**config.mk**
```make
export PLATFORM = sky130hd
export DESIGN_NAME = controller
export DESIGN_NICKNAME = d
export VERILOG_FILES = /design/src/rtl/controller.sv
export SDC_FILE = /design/constraint.sdc
export NUM_CORES = 1
export LEC_CHECK = 0
export BUFFER_PORTS_ARGS = -buffer_cell sky130_fd_sc_hd__buf_2
export CAP_MARGIN = 0
export CORE_AREA = 2 2 39 41
export DETAILED_ROUTE_END_ITERATION = 12
export DIE_AREA = 0 0 41 43
export SETUP_SLACK_MARGIN = 0.1
export SYNTH_ARGS = -nofsm -noshare
export SYNTH_HDL_FRONTEND = slang
export SYNTH_SLANG_ARGS = --single-unit
```
**constraint.sdc**
```tcl
create_clock -name clk -period 1.4 [get_ports clk]
set_input_delay 0.28 -clock clk [delete_from_list [all_inputs] [get_ports clk]]
set_output_delay 0.28 -clock clk [all_outputs]
set_load 0.005 [all_outputs]
```
**src/rtl/controller.sv**
```systemverilog
// ----------------------------------------------------------------------------
// controller -- eight-phase VeriRISC sequencer
//
// Steps through eight phases per instruction and decodes the registered phase,
// the IR opcode and the accumulator zero flag into the datapath strobes.
//
// Parameters:
//   HALT_STICKY  1: HLT freezes the sequencer (phase held at OP_FETCH) until rst
//                0: halt is a one-cycle pulse in OP_ADDR, sequencing continues
//
// Optional feature macro:
//   CTRL_STEP_EN  adds input 'step'; in INST_ADDR the phase advances only when
//                 step is high on the edge (single-instruction stepping)
//
// Ports:
//   clk     in   clock, rising edge
//   rst     in   synchronous active-high reset
//   step    in   (CTRL_STEP_EN only) advance out of INST_ADDR
//   opcode  in   [2:0] IR opcode
//   zero    in   accumulator == 0
//   sel     out  address mux select (1 = PC, 0 = IR address)
//   rd, wr  out  memory read / write
//   ld_ir, ld_ac, ld_pc, inc_pc  out  register load / PC increment strobes
//   halt    out  halted / halting
//   data_e  out  accumulator drives data bus
//   phase   out  [2:0] current phase
// ----------------------------------------------------------------------------
module controller #(
    parameter int unsigned HALT_STICKY = 1
) (
    input  logic       clk,
    input  logic       rst,
`ifdef CTRL_STEP_EN
    input  logic       step,
`endif
    input  logic [2:0] opcode,
    input  logic       zero,
    output logic       sel,
    output logic       rd,
    output logic       wr,
    output logic       ld_ir,
    output logic       ld_ac,
    output logic       ld_pc,
    output logic       inc_pc,
    output logic       halt,
    output logic       data_e,
    output logic [2:0] phase
);

    typedef enum logic [2:0] {
        INST_ADDR  = 3'd0,
        INST_FETCH = 3'd1,
        INST_LOAD  = 3'd2,
        IDLE       = 3'd3,
        OP_ADDR    = 3'd4,
        OP_FETCH   = 3'd5,
        ALU_OP     = 3'd6,
        STORE      = 3'd7
    } phase_t;

    typedef enum logic [2:0] {
        OP_HLT = 3'd0,
        OP_SKZ = 3'd1,
        OP_ADD = 3'd2,
        OP_AND = 3'd3,
        OP_XOR = 3'd4,
        OP_LDA = 3'd5,
        OP_STO = 3'd6,
        OP_JMP = 3'd7
    } opcode_t;

    phase_t  phase_q, phase_d;
    logic    halted_q, halted_d;
    logic    advance;
    logic    aluop;
    opcode_t op;

    assign op    = opcode_t'(opcode);
    assign aluop = (op == OP_ADD) || (op == OP_AND) || (op == OP_XOR) || (op == OP_LDA);

    always_ff @(posedge clk) begin
        if (rst) begin
            phase_q  <= INST_ADDR;
            halted_q <= 1'b0;
        end else begin
            phase_q  <= phase_d;
            halted_q <= halted_d;
        end
    end

    always_comb begin
        phase_d  = phase_q;
        halted_d = halted_q;
        advance  = 1'b1;
`ifdef CTRL_STEP_EN
        if (phase_q == INST_ADDR && !step)
            advance = 1'b0;
`endif
        if (!halted_q) begin
            // Sticky halt still moves OP_ADDR -> OP_FETCH on the halting edge,
            // then the halted flag freezes the phase there.
            if (HALT_STICKY != 0 && phase_q == OP_ADDR && op == OP_HLT) begin
                halted_d = 1'b1;
                phase_d  = OP_FETCH;
            end else if (advance) begin
                phase_d = phase_t'(phase_q + 3'd1);
            end
        end
    end

    always_comb begin
        sel    = 1'b0;
        rd     = 1'b0;
        wr     = 1'b0;
        ld_ir  = 1'b0;
        ld_ac  = 1'b0;
        ld_pc  = 1'b0;
        inc_pc = 1'b0;
        halt   = 1'b0;
        data_e = 1'b0;
        phase  = phase_q;
        if (rst) begin
            sel   = 1'b1;
            phase = '0;
        end else if (halted_q) begin
            sel  = 1'b1;
            halt = 1'b1;
        end else begin
            unique case (phase_q)
                INST_ADDR:  sel = 1'b1;
                INST_FETCH: begin sel = 1'b1; rd = 1'b1; end
                INST_LOAD:  begin sel = 1'b1; rd = 1'b1; ld_ir = 1'b1; end
                IDLE:       begin sel = 1'b1; rd = 1'b1; ld_ir = 1'b1; end
                OP_ADDR: begin
                    inc_pc = 1'b1;
                    halt   = (op == OP_HLT);
                end
                OP_FETCH:   rd = aluop;
                ALU_OP: begin
                    rd     = aluop;
                    inc_pc = (op == OP_SKZ) && zero;
                    ld_pc  = (op == OP_JMP);
                    data_e = (op == OP_STO);
                end
                STORE: begin
                    rd     = aluop;
                    ld_ac  = aluop;
                    wr     = (op == OP_STO);
                    ld_pc  = (op == OP_JMP);
                    data_e = (op == OP_STO);
                end
                default: ;
            endcase
        end
    end

endmodule

```
# Yosys cells after proc, flatten, opt, wreduce, memory -nomap -nowiden
# Index checks and enable logic that the tools add are counted.
[totals] regBits=4 latch_bits=0 ram_bits=0 romBits=0 inputBits=6 wordCells=60 mem_count=0
[op_classes] addsub=1 mul=0 div_mod_pow=0 n_lt_le_gt_ge=0 eq_ne=14 n_shift=0 muxes=31 bitwise=0 n_reduce_logical=12
[ops] op="2-to-1 mux 1 bit" n=27
[ops] op="equality test 3 bit, second input constant" n=8
[ops] op="equality test 3 x 2 -> 1 bit, second input constant" n=4
[ops] op="equality test 3 x 1 -> 1 bit, second input constant" n=2
[ops] op="logical NOT 3 bit" n=2
[ops] op="2-to-1 mux 3 bit" n=2
[ops] op="OR reduction 3 bit" n=2
[ops] op="one-hot mux 1 bit (2 select lines)" n=2
[ops] op="OR reduction 2 bit" n=2
[ops] op="OR reduction 4 bit" n=1
[ops] op="adder 3 x 1 -> 3 bit, second input constant" n=1
[ops] op="logical OR 1 bit" n=3
[ops] op="logical AND 1 bit" n=2

# Longest topological paths before layout
[depth] ltp_word=7 mapped_depth=5

# Least setup slack after synthesis
# OpenSTA, ideal clock, no wires.
[synth_timing] path_kind="register to output" from="register phase_q[0]" to="output rd" arrival_ns=1.194 required_ns=1.120 slack_ns=-0.074 stages_incl_launch_ff=6 path_cell_list="dfxtp_1 > inv_1 > ha_1 > o21ai_0 > nor2_1 > o31a_1"
[synth_between] elab_chain_len=5
[synth_lines] item="from (decl)" line_no="72" source="phase_t phase_q, phase_d;"
[synth_lines] item="from (signal assigned)" line_no="86" source="phase_q <= phase_d;"
[synth_lines] item="equality test 3 bit, or another cell as far along" line_no="129" source="unique case (phase_q)"
[synth_lines] item="OR reduction 3 bit (no source line)"
[synth_lines] item="one-hot mux 1 bit (2 select lines) *" line_no="129"
[synth_lines] item="2-to-1 mux 1 bit *" line_no="125" source="end else if (halted_q) begin"
[synth_lines] item="2-to-1 mux 1 bit *" line_no="122" source="if (rst) begin"
[synth_lines] item="to (decl)" line_no="39" source="output logic rd,"
# Every way passes the cells marked *; elsewhere a longest branch is shown, timed or not.

# Worst setup path in the final report
[layout_timing] from="register phase_q[1]" to="output rd"
# The elaborated chain is that of the path after synthesis.

==> run metrics <==
Initial Utilization=27.4%; DRC violations left=0; fin. max-slew vios=0; Inserted Diodes=0; worst vdd ir=0.410 mV; synth unique cells=18; WP data required=1.12 ns; unrepaired setup endpoints after global routing=yes; Synth area leaders=dfxtp_1 (21%), ha_1 (20%), nor2_1 (13%); final antenna-violating net count=0; Std-Cell Rows=14; DR WL/cell=10.7 um; maximum root-to-sink buffer count=2; FF+latch count, synth=4; final hold vios=0; die height=43 um; Worst Skew=0.00933 ns; Cell Chain, Critical Path=inv_2 > ha_1 > nor2_1 > nor2_1 > o31a_1 > buf_2; Tightest Pin Transition=0.370 ns; Buf+Inv Stages, Crit Path=2; Leakage=0.311 nW; CP Depth=6; total power=0.470 mW; post-route cell area=649 sq um; critical path startpoint=phase_q[1]; GRT Total Usage=12.6%; layout cell share with drive strength beyond 1=60.8%; Slew headroom=75.3%; area share of the largest cell type after synthesis=21.1%; Max stage delay on crit path=0.37 ns; Vias=439; final worst slack=-0.255 ns; PortBufs=17; CP delay by family, top=flip-flops; Sum Neg Setup Slack=-1.67 ns; Hold WC Path Type=input port to flip-flop; CTS tree=built; register-to-register setup slack=0.09 ns; WHS Path Cells=3; CP Data Arrival Time=1.37 ns; Final GP Congestion=0.711; first-pass GRT wire length=1.49 mm; Detailed Routing Iterations Pass 1=4; Post-Synthesis Net Count=62; Clock Sink Count=4; Area Growth Syn to Fin=71.3%; 1st-iter DRT viols=7; Final nets=92; Boundary Pins=18; register area=91.3 sq um; Fillers=145; largest net degree at the start of global routing=8; Total Wirelength=1.02 mm; crit start category=flip-flop; Clock Latency Late Sink=0.24 ns; DP Cell Count=90; fin crit share=118%; final setup fails=9; r2r endpoint=phase_q[1]; vias in the first global route=400; CP endpoint=rd; Final min period=1.65 ns; cell mode on critical path=nor2_1; CP max FO=3; Int Pwr=0.320 mW; cell taking the most area after synthesis=dfxtp_1; root cell of the clock tree=clkbuf_4; multi-input logic area=334 sq um; hold buffer count at cts=0; Syn Inst Count=50; synthesized area per cell=7.58 sq um; HPWL Detailed=763 um; CTS Buf Count=3; CP max stage cell=dfxtp_4; P per Cell Area=724 mW/mm^2; Congestion Overflow GR=0; worst r2r src=phase_q[0]; Final Non-Filler Cells=95; Max-Cap Viols=0; clk slew on worst S/H paths=0.04 ns; power share of the combinational group=35.9%; Die Area=0.00176 sq mm; Max Clk Rate=0.604 GHz; Syn. warnings=0; synthesized area=379 sq um; sequential area share after synthesis=21.1%; sequential share of power=30.7%; status=complete, but fails checks; Setup CP Type=flip-flop to output pin; vias per cell=4.62; FF-to-FF path depth=5; dpl cell area=566 sq um; violated checks=negative setup slack; Net Sw Frac=32.0%; initial antenna violation count=0; Max H-tree Level=1; dpl ws=-0.0325 ns; core area=0.00138 sq mm; Critical Path End Type=output pin; die width=41 um; clock power share=33.4%; switching pwr=0.150 mW
## stage by stage
stage	utilization [%]	hold WS, ns
floorplan	-	0.456
global route	46.9	0.399
CTS	46.3	0.379
global placement	40.9	0.469
detailed placement	40.9	0.475
finish	46.9	0.392
## state kept, by name (all words and copies together) (netlist names)
register,cells
halted_q,1
phase_q,3
## cell type report
| type | instances | share of cell area (%) |
|---|---|---|
| tap | 16 | 3.08 |
| multi-input combinational | 40 | 51.4 |
| inverter | 5 | 3.28 |
| clock buffer | 4 | 4.05 |
| sequential | 4 | 14.1 |
| timing repair buffer | 26 | 24.1 |
## layout by cell type, fill, tap and decap left out
cell,n
a32o_1,1
a21oi_1,3
buf_6,1
o31a_1,1
o21ai_0,1
a21oi_2,1
o21ai_2,1
nand2_1,1
nor2_2,2
clkbuf_1,1
or2_4,1
buf_4,8
nor3_2,1
nor3_1,1
inv_4,1
ha_2,1
inv_1,3
nand2_4,1
and2b_2,1
nor4_1,3
ha_1,2
buf_2,17
dfxtp_1,1
xnor2_1,1
a21o_2,1
dfxtp_4,3
clkbuf_4,3
nor2_1,11
ha_4,3
a41oi_2,1
a41oi_1,1
inv_2,1
## worst register-to-register path, delay by kind of cell (launching register included)
family                   cells  cell delay, ns
adder cells (fa/ha/maj)      1            0.22
AO/OA/AOI/OAI                2            0.37
flip-flops                   1            0.37
buffers and inverters        2            0.24
## power by group through the flow
stage                     clock network (mW)  registers [mW]  logic (mW)
after floorplan                            0           0.143      0.0889
after global placement                     0           0.143       0.154
after detailed placement                   0           0.143       0.153
after CTS                              0.167           0.144       0.166
after global routing                   0.182           0.146       0.187
final                                  0.157           0.144       0.169
## cells by family (layout without fill, tap and decap cells)
logic type | count (synthesis) | in the layout | share of synthesized area [%]
AOI/OAI and AO/OA | 11 | 11 | 21.8
xor gates and xnor gates | 1 | 1 | 2.31
adders and majority gates | 6 | 6 | 19.8
buffers and inverters | 6 | 35 | 7.92
DFF | 4 | 4 | 21.1
and+or+nand+nor | 22 | 22 | 27.1
## worst min-delay path by stage
stage | start | to | slack, ns
global route | rst | halted_q | 0.40
CTS | rst | halted_q | 0.38
floorplan | phase_q[0] | phase_q[0] | 0.46
detailed placement | phase_q[0] | phase_q[0] | 0.48
finish | rst | halted_q | 0.39
global placement | phase_q[0] | phase_q[0] | 0.47
## repair_timing
item / in CTS / in global routing
hold endpoints to repair: 0 / 0
pin swaps: 8 / 3
setup endpoints to repair: 11 / 12
buffers inserted: 1 / 1
resized for setup: 12 / 3
## layer usage
| metal | part of all wire, % | GRT usage, % | vias to the layer above |
|---|---|---|---|
| li1 | - | - | 231 |
| met1 | 44 | 12.5 | 193 |
| met2 | 49 | 21.3 | 15 |
| met3 | 7.0 | 3.14 | 0 |
| met4 | 0 | 8.00 | 0 |
| met5 | 0 | 0 | - |
## Yosys cell counts
master / number
a21oi_1: 4
or2_4: 1
a41oi_1: 1
o31a_1: 1
a41oi_2: 1
ha_1: 6
and2b_2: 1
dfxtp_1: 4
nand2_1: 2
nor2_1: 13
nor3_1: 2
a21o_2: 1
o21ai_0: 2
nor4_1: 3
xnor2_1: 1
inv_1: 5
buf_6: 1
a32o_1: 1
No activity file was read; power rests on OpenSTA's default activity.
